===== src/rtl/video_crop_win_if.sv =====
// Video stream bundle for the crop/mask window stage.
// The slave side is the crop block: it consumes vs_i/de_i/data_i and
// produces the delayed stream together with the window-relative markers.
interface video_crop_win_if #(
    parameter int DATA_WIDTH = 24
) ();
    logic                  vs_i;
    logic                  de_i;
    logic [DATA_WIDTH-1:0] data_i;
    logic                  vs_o;
    logic                  de_o;
    logic [DATA_WIDTH-1:0] data_o;
    logic                  sof_o;
    logic                  eol_o;
    logic                  eof_o;

    modport slave (
        input  vs_i, de_i, data_i,
        output vs_o, de_o, data_o, sof_o, eol_o, eof_o
    );

    modport master (
        output vs_i, de_i, data_i,
        input  vs_o, de_o, data_o, sof_o, eol_o, eof_o
    );
endinterface


===== src/rtl/video_crop_win.sv =====
// Rectangular window selector for a DE/VS pixel stream.
// Crop mode forwards only in-window pixels; mask mode keeps full-frame
// timing and replaces out-of-window pixels with FILL_VALUE.
// The window is staged on cfg_update and copied into the active (shadow)
// set on the next vs_i rising edge, so a frame never sees a partial change.
// All outputs are registered, one cycle behind the inputs.
module video_crop_win #(
    parameter int                    H_DISP     = 1280,
    parameter int                    V_DISP     = 720,
    parameter int                    X_WIDTH    = 12,
    parameter int                    Y_WIDTH    = 12,
    parameter int                    DATA_WIDTH = 24,
    parameter logic [DATA_WIDTH-1:0] FILL_VALUE = '0
) (
    input  logic               clk,
    input  logic               rst,
    input  logic [X_WIDTH-1:0] cfg_start_x,
    input  logic [Y_WIDTH-1:0] cfg_start_y,
    input  logic [X_WIDTH-1:0] cfg_end_x,
    input  logic [Y_WIDTH-1:0] cfg_end_y,
    input  logic               cfg_mode,
    input  logic               cfg_update,
    output logic               cfg_err,
    video_crop_win_if.slave    vid
);

    localparam logic [X_WIDTH-1:0] H_MAX  = X_WIDTH'(H_DISP);
    localparam logic [Y_WIDTH-1:0] V_MAX  = Y_WIDTH'(V_DISP);
    localparam logic [X_WIDTH-1:0] H_LAST = X_WIDTH'(H_DISP - 1);
    localparam logic [Y_WIDTH-1:0] V_LAST = Y_WIDTH'(V_DISP - 1);
    localparam logic               MODE_CROP = 1'b0;

    typedef struct packed {
        logic [X_WIDTH-1:0] sx;
        logic [Y_WIDTH-1:0] sy;
        logic [X_WIDTH-1:0] ex;
        logic [Y_WIDTH-1:0] ey;
        logic               mode;
    } win_t;

    localparam win_t WIN_RESET = '{sx: '0, sy: '0, ex: H_MAX, ey: V_MAX, mode: MODE_CROP};

    // Right/bottom edges beyond the active area are pulled back to it.
    function automatic logic [X_WIDTH-1:0] clamp_x(input logic [X_WIDTH-1:0] v);
        return (v > H_MAX) ? H_MAX : v;
    endfunction

    function automatic logic [Y_WIDTH-1:0] clamp_y(input logic [Y_WIDTH-1:0] v);
        return (v > V_MAX) ? V_MAX : v;
    endfunction

    // An empty window (after clamping) selects nothing.
    function automatic logic win_invalid(input win_t w);
        return (w.sx >= clamp_x(w.ex)) || (w.sy >= clamp_y(w.ey));
    endfunction

    win_t cfg_in;
    assign cfg_in = {cfg_start_x, cfg_start_y, cfg_end_x, cfg_end_y, cfg_mode};

    // Configuration state
    win_t stg_q, stg_d;
    win_t shd_q, shd_d;
    logic pending_q, pending_d;
    logic vs_prev_q, vs_prev_d;
    logic cfg_err_q, cfg_err_d;

    // Pixel position within the frame
    logic [X_WIDTH-1:0] x_q, x_d;
    logic [Y_WIDTH-1:0] y_q, y_d;

    // Registered outputs
    logic                  vs_o_q, vs_o_d;
    logic                  de_o_q, de_o_d;
    logic [DATA_WIDTH-1:0] data_o_q, data_o_d;
    logic                  sof_o_q, sof_o_d;
    logic                  eol_o_q, eol_o_d;
    logic                  eof_o_q, eof_o_d;

    // Window decode helpers
    logic [X_WIDTH-1:0] eff_end_x;
    logic [Y_WIDTH-1:0] eff_end_y;
    logic               in_win;
    logic               at_start_x, at_start_y, at_end_x, at_end_y;
    logic               vs_rise;

    // Staging capture and frame-boundary shadow load; a cfg_update that
    // lands on the load edge goes straight into the shadow set.
    always_comb begin
        vs_prev_d = vid.vs_i;
        vs_rise   = vid.vs_i & ~vs_prev_q;
        stg_d     = stg_q;
        shd_d     = shd_q;
        pending_d = pending_q;
        if (cfg_update) begin
            stg_d = cfg_in;
        end
        if (vs_rise && (pending_q || cfg_update)) begin
            shd_d     = cfg_update ? cfg_in : stg_q;
            pending_d = 1'b0;
        end else if (cfg_update) begin
            pending_d = 1'b1;
        end
        cfg_err_d = win_invalid(shd_d);
    end

    // Active-pixel counters: cleared by vs_i, advanced by de_i, raster wrap.
    always_comb begin
        x_d = x_q;
        y_d = y_q;
        if (vid.vs_i) begin
            x_d = '0;
            y_d = '0;
        end else if (vid.de_i) begin
            if (x_q == H_LAST) begin
                x_d = '0;
                y_d = (y_q == V_LAST) ? '0 : y_q + Y_WIDTH'(1);
            end else begin
                x_d = x_q + X_WIDTH'(1);
            end
        end
    end

    // Window membership and edge hits for the current (pre-increment) pixel.
    always_comb begin
        eff_end_x  = clamp_x(shd_q.ex);
        eff_end_y  = clamp_y(shd_q.ey);
        in_win     = ~cfg_err_q &&
                     (x_q >= shd_q.sx) && (x_q < eff_end_x) &&
                     (y_q >= shd_q.sy) && (y_q < eff_end_y);
        at_start_x = (x_q == shd_q.sx);
        at_start_y = (y_q == shd_q.sy);
        at_end_x   = (x_q == eff_end_x - X_WIDTH'(1));
        at_end_y   = (y_q == eff_end_y - Y_WIDTH'(1));
    end

    // Output stream: crop drops out-of-window pixels, mask fills them.
    always_comb begin
        vs_o_d   = vid.vs_i;
        de_o_d   = 1'b0;
        data_o_d = '0;
        sof_o_d  = 1'b0;
        eol_o_d  = 1'b0;
        eof_o_d  = 1'b0;
        if (shd_q.mode == MODE_CROP) begin
            if (vid.de_i && in_win) begin
                de_o_d   = 1'b1;
                data_o_d = vid.data_i;
                sof_o_d  = at_start_x && at_start_y;
                eol_o_d  = at_end_x;
                eof_o_d  = at_end_x && at_end_y;
            end
        end else if (vid.de_i) begin
            de_o_d   = 1'b1;
            data_o_d = in_win ? vid.data_i : FILL_VALUE;
            sof_o_d  = (x_q == '0) && (y_q == '0);
            eol_o_d  = (x_q == H_LAST);
            eof_o_d  = (x_q == H_LAST) && (y_q == V_LAST);
        end
    end

    // State and output registers with asynchronous reset.
    always_ff @(posedge clk or posedge rst) begin
        if (rst) begin
            stg_q     <= WIN_RESET;
            shd_q     <= WIN_RESET;
            pending_q <= 1'b0;
            vs_prev_q <= 1'b0;
            cfg_err_q <= 1'b0;
            x_q       <= '0;
            y_q       <= '0;
            vs_o_q    <= 1'b0;
            de_o_q    <= 1'b0;
            data_o_q  <= '0;
            sof_o_q   <= 1'b0;
            eol_o_q   <= 1'b0;
            eof_o_q   <= 1'b0;
        end else begin
            stg_q     <= stg_d;
            shd_q     <= shd_d;
            pending_q <= pending_d;
            vs_prev_q <= vs_prev_d;
            cfg_err_q <= cfg_err_d;
            x_q       <= x_d;
            y_q       <= y_d;
            vs_o_q    <= vs_o_d;
            de_o_q    <= de_o_d;
            data_o_q  <= data_o_d;
            sof_o_q   <= sof_o_d;
            eol_o_q   <= eol_o_d;
            eof_o_q   <= eof_o_d;
        end
    end

    assign vid.vs_o   = vs_o_q;
    assign vid.de_o   = de_o_q;
    assign vid.data_o = data_o_q;
    assign vid.sof_o  = sof_o_q;
    assign vid.eol_o  = eol_o_q;
    assign vid.eof_o  = eof_o_q;
    assign cfg_err    = cfg_err_q;

endmodule


===== src/flat_wrapper.sv =====
// flat-port wrapper written by rule: the top's interface ports become plain ports
module video_crop_win_flat 
#(
    parameter int                    H_DISP     = 1280,
    parameter int                    V_DISP     = 720,
    parameter int                    X_WIDTH    = 12,
    parameter int                    Y_WIDTH    = 12,
    parameter int                    DATA_WIDTH = 24,
    parameter logic [DATA_WIDTH-1:0] FILL_VALUE = '0
)
  (clk, rst, cfg_start_x, cfg_start_y, cfg_end_x, cfg_end_y, cfg_mode, cfg_update, cfg_err, vid_vs_i, vid_de_i, vid_data_i, vid_vs_o, vid_de_o, vid_data_o, vid_sof_o, vid_eol_o, vid_eof_o);
  video_crop_win_if #(.DATA_WIDTH(DATA_WIDTH)) vid_i ();
  input  logic clk;
  input  logic rst;
  input  logic [X_WIDTH-1:0] cfg_start_x;
  input  logic [Y_WIDTH-1:0] cfg_start_y;
  input  logic [X_WIDTH-1:0] cfg_end_x;
  input  logic [Y_WIDTH-1:0] cfg_end_y;
  input  logic cfg_mode;
  input  logic cfg_update;
  output logic cfg_err;
  input wire logic [$bits(vid_i.vs_i)-1:0] vid_vs_i;
  input wire logic [$bits(vid_i.de_i)-1:0] vid_de_i;
  input wire logic [$bits(vid_i.data_i)-1:0] vid_data_i;
  output wire logic [$bits(vid_i.vs_o)-1:0] vid_vs_o;
  output wire logic [$bits(vid_i.de_o)-1:0] vid_de_o;
  output wire logic [$bits(vid_i.data_o)-1:0] vid_data_o;
  output wire logic [$bits(vid_i.sof_o)-1:0] vid_sof_o;
  output wire logic [$bits(vid_i.eol_o)-1:0] vid_eol_o;
  output wire logic [$bits(vid_i.eof_o)-1:0] vid_eof_o;
  assign vid_i.vs_i = vid_vs_i;
  assign vid_i.de_i = vid_de_i;
  assign vid_i.data_i = vid_data_i;
  assign vid_vs_o = vid_i.vs_o;
  assign vid_de_o = vid_i.de_o;
  assign vid_data_o = vid_i.data_o;
  assign vid_sof_o = vid_i.sof_o;
  assign vid_eol_o = vid_i.eol_o;
  assign vid_eof_o = vid_i.eof_o;
  video_crop_win #(.H_DISP(H_DISP), .V_DISP(V_DISP), .X_WIDTH(X_WIDTH), .Y_WIDTH(Y_WIDTH), .DATA_WIDTH(DATA_WIDTH), .FILL_VALUE(FILL_VALUE)) u_core (.clk(clk), .rst(rst), .cfg_start_x(cfg_start_x), .cfg_start_y(cfg_start_y), .cfg_end_x(cfg_end_x), .cfg_end_y(cfg_end_y), .cfg_mode(cfg_mode), .cfg_update(cfg_update), .cfg_err(cfg_err), .vid(vid_i));
endmodule

===== config.mk =====
export PLATFORM = sky130hd
export DESIGN_NAME = video_crop_win_flat
export DESIGN_NICKNAME = d
export VERILOG_FILES = /design/src/rtl/video_crop_win_if.sv /design/src/rtl/video_crop_win.sv /design/src/flat_wrapper.sv
export SDC_FILE = /design/constraint.sdc
export NUM_CORES = 1
export LEC_CHECK = 0
export BUFFER_PORTS_ARGS = -buffer_cell sky130_fd_sc_hd__buf_2
export CORE_MARGIN = 2
export CORE_UTILIZATION = 60
export DETAILED_ROUTE_END_ITERATION = 10
export GPL_TIMING_DRIVEN = 0
export PLACE_DENSITY = 0.91
export SLEW_MARGIN = 15
export SYNTH_ARGS = -nofsm -noshare
export SYNTH_HDL_FRONTEND = slang
export SYNTH_SLANG_ARGS = --single-unit

===== constraint.sdc =====
create_clock -name clk -period 7.3 [get_ports clk]
set_input_delay 0.73 -clock clk [delete_from_list [all_inputs] [get_ports clk]]
set_output_delay 0.73 -clock clk [all_outputs]
set_load 0.01 [all_outputs]

# Yosys cells after proc, flatten, opt, wreduce, memory -nomap -nowiden
# Cells that the tools add are included.
# word_totals
regBits	153
inputBits	78
out_inout_bits	30
# op_classes
add_sub_neg	4
n_lt_le_gt_ge	10
eq_ne	6
mux	31
bitwise_logic	3
n_reduce_logical	18
# ops
cell	n
2-to-1 mux 12 bit	11
2-to-1 mux 49 bit	2
2-to-1 mux 24 bit	4
== test 12 bit	4
>= comparator 12 bit	4
adder 12 x 1 -> 12 bit, second input constant	2
> comparator 12 x 10 -> 1 bit, second input constant	2
> comparator 12 x 11 -> 1 bit, second input constant	2
logical NOT 12 bit	2
less-than comparator 12 bit	2
subtractor 12 x 1 -> 12 bit, second input constant	2
2-to-1 mux 1 bit	14
== test 12 x 10 -> 1 bit, second input constant	1
== test 12 x 11 -> 1 bit, second input constant	1
logical AND 1 bit	10
nonzero test 2 bit	3
logical OR 1 bit	2
inverter 1 bit	2
AND reduction 2 bit	1
AND 1 bit	1

# Longest topological paths before layout
# Gate-level depths: netlist of the first run.
# depth
depth_word	9
mapped_depth	18
mapped_depth_nobuf	15

# Least setup slack after synthesis of the first run
# OpenSTA, ideal clock, no wires.
# synth_path
kind	input -> register
start	input port cfg_update
end	register u_core.cfg_err_q (netlist: u_core.cfg_err)
setup_time_ps	128
arrival_time_ps	4090
required_time_ps	7172
setup_slack_ps	3083
cell_stages	17
path_buffers	2
cell_sequence	clkbuf_1 -> nor2_4 -> nor2_1 -> buf_2 -> mux2_2 -> o41a_1 -> o211a_1 -> o21ai_1 -> and3_1 -> ha_1 -> nand2b_1 -> a21o_1 -> a21o_1 -> a21o_1 -> a21o_1 -> a31oi_1 -> o31ai_1
# synth_rtl
item	line_no	text
start, declared	flat_wrapper.sv:20	input logic cfg_update;
end signal, assigned	video_crop_win.sv:182	cfg_err_q <= cfg_err_d;
end, declared	video_crop_win.sv:65	logic cfg_err_q, cfg_err_d;

# Worst setup path after layout of the first run
# layout_path
start	input port cfg_update
end	register u_core.cfg_err_q (netlist: u_core.cfg_err)
# layout_via
elab_chain_len	7
word_cells_on_any_way	11
classes_between	order compare (4); mux (4); reduce/logical (3)
# layout_rtl
item	line_no	text
logical OR 1 bit	video_crop_win.sv:97	if (vs_rise && (pending_q || cfg_update)) begin
logical AND 1 bit	video_crop_win.sv:97	
2-to-1 mux 49 bit (*)	video_crop_win.sv:97	
> comparator 12 x 11 -> 1 bit or > comparator 12 x 10 -> 1 bit (tied branches)	video_crop_win.sv:45, video_crop_win.sv:49	
2-to-1 mux 12 bit, on equally long branches	video_crop_win.sv:45, video_crop_win.sv:49	
>= comparator 12 bit	video_crop_win.sv:54	return (w.sx >= clamp_x(w.ex)) || (w.sy >= clamp_y(w.ey));
logical OR 1 bit (*)	video_crop_win.sv:54	
net u_core.cfg_err_d	video_crop_win.sv:65	
# Mark *: on every way through the listed nets, which the timed path passes. The rest lies on a longest branch.
# A chain may end at the register's enable or synchronous reset.

==> results_dict.tcl, run 1 <==
set metrics [dict create \
    clock_latency_ns 0.44 \
    crit_fanout 10 \
    holdCritPathClass "in -> async" \
    numPortBuffers 106 \
    end_kind "register" \
    crit_start "cfg_update" \
    postCtsSetupBuffers 0 \
    cts_tree "done" \
    syn_avg_cell_area_um2 10.1 \
    drt_iter0_drc 893 \
    use_met3 0.0514 \
    route.vias.total 7542 \
    ios 108 \
    area_growth_syn_to_layout_pct 15.9 \
    crit_required_ns 7.61 \
    cts.repair.resized 0 \
    clk_path_buf_depth 2 \
    num_rows 44 \
    via_per_inst 6.23 \
    drc 0 \
    grt_usage 0.308 \
    gr-total-overflow 0 \
    syn_area_um2 8900 \
    grt_pass1_vias 7637 \
    yosysMostFrequentCell "dfrtp_1" \
    synth_area_leaders "dfrtp_1 40%, ha_1 11%, mux2_2 7.6%" \
    fp.dieW_um 126 \
    relSlewSlack 0.326 \
    nets 1170 \
    rsz0062_at_grt "no" \
    r2r_start "u_core.vs_prev_q" \
    cts.sinks 153 \
    root_buffer "clkbuf_16" \
    core_area_um2 14500 \
    die_h_um 126 \
    maxCapViolCount 0 \
    grt_max_degree 112 \
    grt_pass1_wl_um 38600 \
    yosysTopAreaCell "dfrtp_1" \
    ys_ff_latch 153 \
    tightest_slew_ns 0.985 \
    cts_hold_buf 0 \
    dieArea_um2 15800 \
    netlist_instances 883 \
    setup_viol 0 \
    synth-edff-count 0 \
    grt_use_met1 0.382 \
    gr-usage-met2 0.531 \
    multiInputGateArea_um2 4700 \
    cts.clk_slew.worst_paths_ns 0.07 \
    routed_wirelength_um 23400 \
    antenna_found_initial 0 \
    startpoint_type "input port" \
    worst_slack_ns 2.53 \
    peakVddDrop_mv 0.178 \
    synth.cells.most_frequent "141 x dfrtp_1, 78 x ha_1, 71 x nand2_1, 60 x mux2_2, 54 x nor2_1" \
    sw_frac_of_total 0.324 \
    p_int_w 0.00176 \
    synthArstFlopShare 1.00 \
    outcome "finished, final reports clean" \
    busiest_layer "met2" \
    finalCritPeriodShare 0.654 \
    hold_violations 0 \
    yosys.area.top_type_share 0.397 \
    antenna-diode-count 0 \
    fillers 1074 \
    p_per_area_nw_per_um2 252 \
    min_period_ns 4.77 \
    ant_nets 0 \
    yosys_warnings 0 \
    place_congestion 1.00 \
    p_leak_nw 4.90 \
    pre_cts_slack_ns 2.12 \
    combPwrFrac 0.264 \
    dp_hpwl_um 16800 \
    seqPwrFrac 0.387 \
    synth_seq_area_share 0.432 \
    clockPowerShare 0.349 \
    start_util 0.612 \
    p_sw_w 0.000844 \
    fmax_mhz 210 \
    wl_per_cell_um 19.3 \
    h-tree-depth 4 \
    worstPathArrival_ns 5.09 \
    cts_made_buffers 17 \
    drive_above_1_share 0.225 \
    ys.flop_type "dfrtp_1" \
    regArea_um2 3840 \
    drt_pre_antenna_iters 5 \
    yosysUniqueCellTypes 72 \
    clock_skew_ns 0.00802 \
    finalSetupTns_ns 0 \
    worstSetupPathType "in -> reg" \
    maxSlewViolCount 0 \
]
-- logic make-up after synthesis --
kind of cell               after synthesis  share of synthesized area
adders and majority gates               78                      0.110
other                                    1                   0.000422
AOI/OAI and AO/OA                      169                      0.125
xor gates and xnor gates                37                     0.0364
and+or+nand+nor                        288                      0.170
muxes                                   68                     0.0850
DFF                                    153                      0.432
buffers and inverters                   89                     0.0419
-- metrics by stage --
step,utilization,total power (W),std cells,cell area (um^2),hold slack (ns)
2_1_floorplan,-,0.00149,888,8910,0.468
3_3_place_gp,0.666,0.00164,1178,9680,0.480
3_5_place_dp,0.668,0.00168,1179,9710,0.486
4_1_cts,0.710,0.00259,1211,10300,0.277
5_1_grt,0.710,0.00273,1211,10300,0.300
6_report,0.710,0.00260,1211,10300,0.270
-- sequential cells by signal, indices dropped and copies added (netlist names), 12 cells and up --
| signal | flops |
|---|---|
| u_core.shd_q | 49 |
| u_core.stg_q | 49 |
| u_core.vid.data_o | 24 |
| u_core.x_q | 12 |
| u_core.y_q | 12 |
-- worst max-delay path, cell delays in order --
cell,delay [ns]
clkbuf_1,0.31
buf_2,0.32
buf_2,0.30
mux2_2,0.39
nor3_1,0.26
o22ai_1,0.12
nor4_1,0.29
o21bai_1,0.11
a21oi_1,0.56
and2_1,0.29
ha_1,0.24
nand2b_1,0.15
a21o_1,0.18
a21o_1,0.18
a21o_1,0.18
a21o_1,0.18
a21oi_1,0.18
o31ai_1,0.09
-- power groups by stage --
| stage | sequential (W) | combinational [W] | clock, W |
|---|---|---|---|
| after detailed placement | 0.00102 | 0.000661 | 0 |
| after global routing | 0.00102 | 0.000763 | 0.000950 |
| after global placement | 0.00102 | 0.000626 | 0 |
| final | 0.00101 | 0.000686 | 0.000909 |
| after floorplan | 0.00100 | 0.000484 | 0 |
| after CTS | 0.00101 | 0.000676 | 0.000912 |
-- area by class of cell --
| cell class | instances | share of cell area |
|---|---|---|
| buffer | 42 | 0.0190 |
| multi-input combinational | 646 | 0.455 |
| sequential | 153 | 0.373 |
| timing repair buffer | 107 | 0.0541 |
| tap | 184 | 0.0223 |
| clock inverter | 11 | 0.0130 |
| inverter | 47 | 0.0178 |
| clock buffer | 21 | 0.0456 |
-- path summary, 6_finish.rpt --
kind	endpoint	slack [ns]	cells after the start
max	u_core.cfg_err	2.53	18
min	u_core.stg_q[35]	0.27	2
max reg2reg	u_core.cfg_err	2.63	15
min reg2reg	u_core.stg_q[1]	0.50	1
max in group asynchronous	u_core.shd_q[21]	6.21	3
min in group clk	u_core.stg_q[1]	0.50	1
-- layer usage --
metal | share of wire | vias to the layer above
li1 | - | 3426
met1 | 0.39 | 3713
met2 | 0.50 | 325
met3 | 0.062 | 78
met4 | 0.043 | 0
met5 | 0 | -
-- cells in the final DEF (no fill, tap or decap), types with 4 or more instances in the layout --
master       n
a211oi_1    10
a21boi_0     4
a21o_1      18
a21oi_1     31
a31oi_1      5
and2_1      29
and3_1       9
and4_1       5
buf_2      110
buf_6        4
clkbuf_1    31
clkbuf_16   17
conb_1       6
dfrtp_1    141
dfstp_2     12
ha_1        78
inv_1       46
mux2_2      60
mux2i_1      8
nand2_1     71
nand2b_1     4
nand3_1     25
nand4_1     15
nor2_1      54
nor2b_1      6
nor3_1      26
nor4_1       8
o211ai_1     6
o21a_1       5
o21ai_0     47
o22ai_1      4
o31ai_1      4
or2_2        4
or3_1        4
or4_1        8
xnor2_1     18
xor2_1      19
(Power assumes the default switching activity.)
==> run 2, diff against run 1 <==
Settings changed: ABC_AREA set to 1, CORE_UTILIZATION 60 to 59, PLACE_DENSITY 0.91 to 0.9.
Clock period 7.3 ns to 4.6 ns, I/O delays scaled along.
==> results_dict.tcl, run 2 <==
set metrics [dict create \
    cts_hold_buf 0 \
    yosys_warnings 0 \
    antenna_found_initial 0 \
    min_period_ns 3.71 \
    worstPathArrival_ns 4.01 \
    gr-total-overflow 0 \
    netlist_instances 1164 \
    ys.flop_type "dfrtp_1" \
    crit_fanout 10 \
    setup_viol 0 \
    cts_tree "done" \
    start_util 0.607 \
    ios 108 \
    grt_pass1_vias 8026 \
    dieArea_um2 16100 \
    cts.clk_slew.worst_paths_ns 0.07 \
    crit_required_ns 4.90 \
    placedInstanceArea_um2 9710 \
    p_per_area_nw_per_um2 373 \
    grt_pass1_wl_um 38900 \
    peakVddDrop_mv 0.329 \
    yosysUniqueCellTypes 43 \
    yosysTopAreaCell "dfrtp_1" \
    syn_area_um2 8890 \
    fmax_mhz 269 \
    ff2ff_setup_slack_ns 0.89 \
    area_growth_syn_to_layout_pct 15.4 \
    hold_violations 0 \
    drive_above_1_share 0.134 \
    drc 0 \
    synth_area_leaders "dfrtp_1 40%, nand2_1 15%, ha_1 11%" \
    tightest_slew_ns 0.684 \
    ant_nets 0 \
    core_area_um2 14600 \
    yosys.area.top_type_share 0.397 \
    grt_max_degree 80 \
    fp.dieW_um 127 \
    finalCritPeriodShare 0.807 \
    synthArstFlopShare 1.00 \
    cts_made_buffers 17 \
    yosysMostFrequentCell "nand2_1" \
    cts.repair.resized 0 \
    place_congestion 0.939 \
    relSlewSlack 0.540 \
    via_per_inst 5.53 \
    worstReg2RegEnd "u_core.cfg_err" \
    startpoint_type "register" \
    grt_usage 0.310 \
    worstSetupPathType "reg -> reg" \
    r2r_cells 19 \
    postCtsSetupBuffers 0 \
    maxCapViolCount 0 \
    p_leak_nw 5.62 \
    outcome "finished, final reports clean" \
    syn_avg_cell_area_um2 7.64 \
    finalSetupTns_ns 0 \
    num_rows 44 \
    wl_per_cell_um 15.9 \
    ys_ff_latch 153 \
    numPortBuffers 107 \
    die_h_um 127 \
    synth-edff-count 0 \
    h-tree-depth 4 \
    drt_pre_antenna_iters 6 \
    clk_path_buf_depth 2 \
    clock_latency_ns 0.44 \
    antenna-diode-count 0 \
    drt_iter0_drc 849 \
    dp_hpwl_um 18000 \
    route.vias.total 8253 \
    routed_wirelength_um 23800 \
    maxSlewViolCount 0 \
    root_buffer "clkbuf_16" \
    rsz0062_at_grt "no" \
    mostFrequentLayoutCell "nand2_1" \
    r2r_start "u_core.pending_q" \
    nets 1452 \
    synth.cells.most_frequent "364 x nand2_1, 155 x inv_1, 141 x dfrtp_1, 111 x nor2_1, 78 x ha_1" \
    end_kind "register" \
    synth_seq_area_share 0.432 \
    cts.sinks 153 \
    fillers 1084 \
    stdcell_area_um2 10300 \
    holdCritPathClass "in -> async" \
    mostFrequentLayoutCells "364 x nand2_1, 154 x inv_1, 141 x dfrtp_1" \
    clock_skew_ns 0.0108 \
]
==> run 2: per-stage QoR <==
step | utilization | hold slack [ns] | setup WS [ns] | cells | total power (W)
finish | 0.700 | 0.0900 | 0.889 | 1493 | 0.00382
floorplan | - | 0.433 | 0.0384 | 1169 | 0.00221
global placement | 0.661 | 0.448 | -1.51 | 1460 | 0.00244
detailed placement | 0.663 | 0.457 | 0.692 | 1461 | 0.00249
global route | 0.700 | 0.141 | 0.675 | 1493 | 0.00402
CTS | 0.700 | 0.108 | 0.970 | 1493 | 0.00380
==> run 2: cell families after synthesis <==
logic type	after synthesis	synth area share
AOI/OAI and AO/OA	148	0.0929
xor gates and xnor gates	11	0.0108
adders and majority gates	78	0.110
buffers and inverters	188	0.0812
DFF	153	0.432
other	1	0.000422
and+or+nand+nor	585	0.272
==> run 2: worst max path at each step <==
stage,from,to
after floorplan,rst,u_core.cfg_err
after global placement,rst,u_core.pending_q
after detailed placement,cfg_update,u_core.cfg_err
after CTS,u_core.pending_q,u_core.cfg_err
after global routing,u_core.vs_prev_q,u_core.cfg_err
final,u_core.pending_q,u_core.cfg_err
==> run 2: area by class of cell <==
type                    instances  area (um^2)  area share
plain buffers                  30          129      0.0126
clock buffers                  22          464      0.0453
clock inverters                10         82.6     0.00805
inverters                     158          601      0.0586
multi-input cells             828         4340       0.423
flip-flops and latches        153         3840       0.375
well taps                     184          230      0.0224
repair buffers                108          563      0.0549
==> run 2: where the power goes <==
| group | total (W) | internal, W | switching [W] |
|---|---|---|---|
| Sequential | 0.00157 | 0.00149 | 0.0000852 |
| Clock | 0.00131 | 0.000728 | 0.000583 |
| Combinational | 0.000936 | 0.000319 | 0.000618 |
| Total | 0.00382 | 0.00254 | 0.00129 |
==> run 2: worst max-delay path, cell delays in order (launching register included) <==
cell and delay [ns]:
dfrtp_1 0.36, nor2_1 0.19, nor3_4 0.09, inv_2 0.08, buf_2 0.23, clkbuf_1 0.45, o21ai_0 0.20, nor2_1 0.20
nand4_1 0.17, nand2_2 0.19, nand2_1 0.08, ha_1 0.28, a21boi_0 0.12, o21a_1 0.18, o21a_1 0.17, o21ai_0 0.21
nand2_1 0.09, nand3_1 0.08, a21o_1 0.11, nand4_1 0.09
==> run 2: layer usage <==
| metal | vias up | GRT usage | share of wire |
|---|---|---|---|
| met4 | 0 | 0.111 | 0.029 |
| met2 | 402 | 0.496 | 0.46 |
| met5 | - | 0 | 0 |
| met1 | 3811 | 0.410 | 0.41 |
| met3 | 57 | 0.0844 | 0.10 |
| li1 | 3983 | - | - |
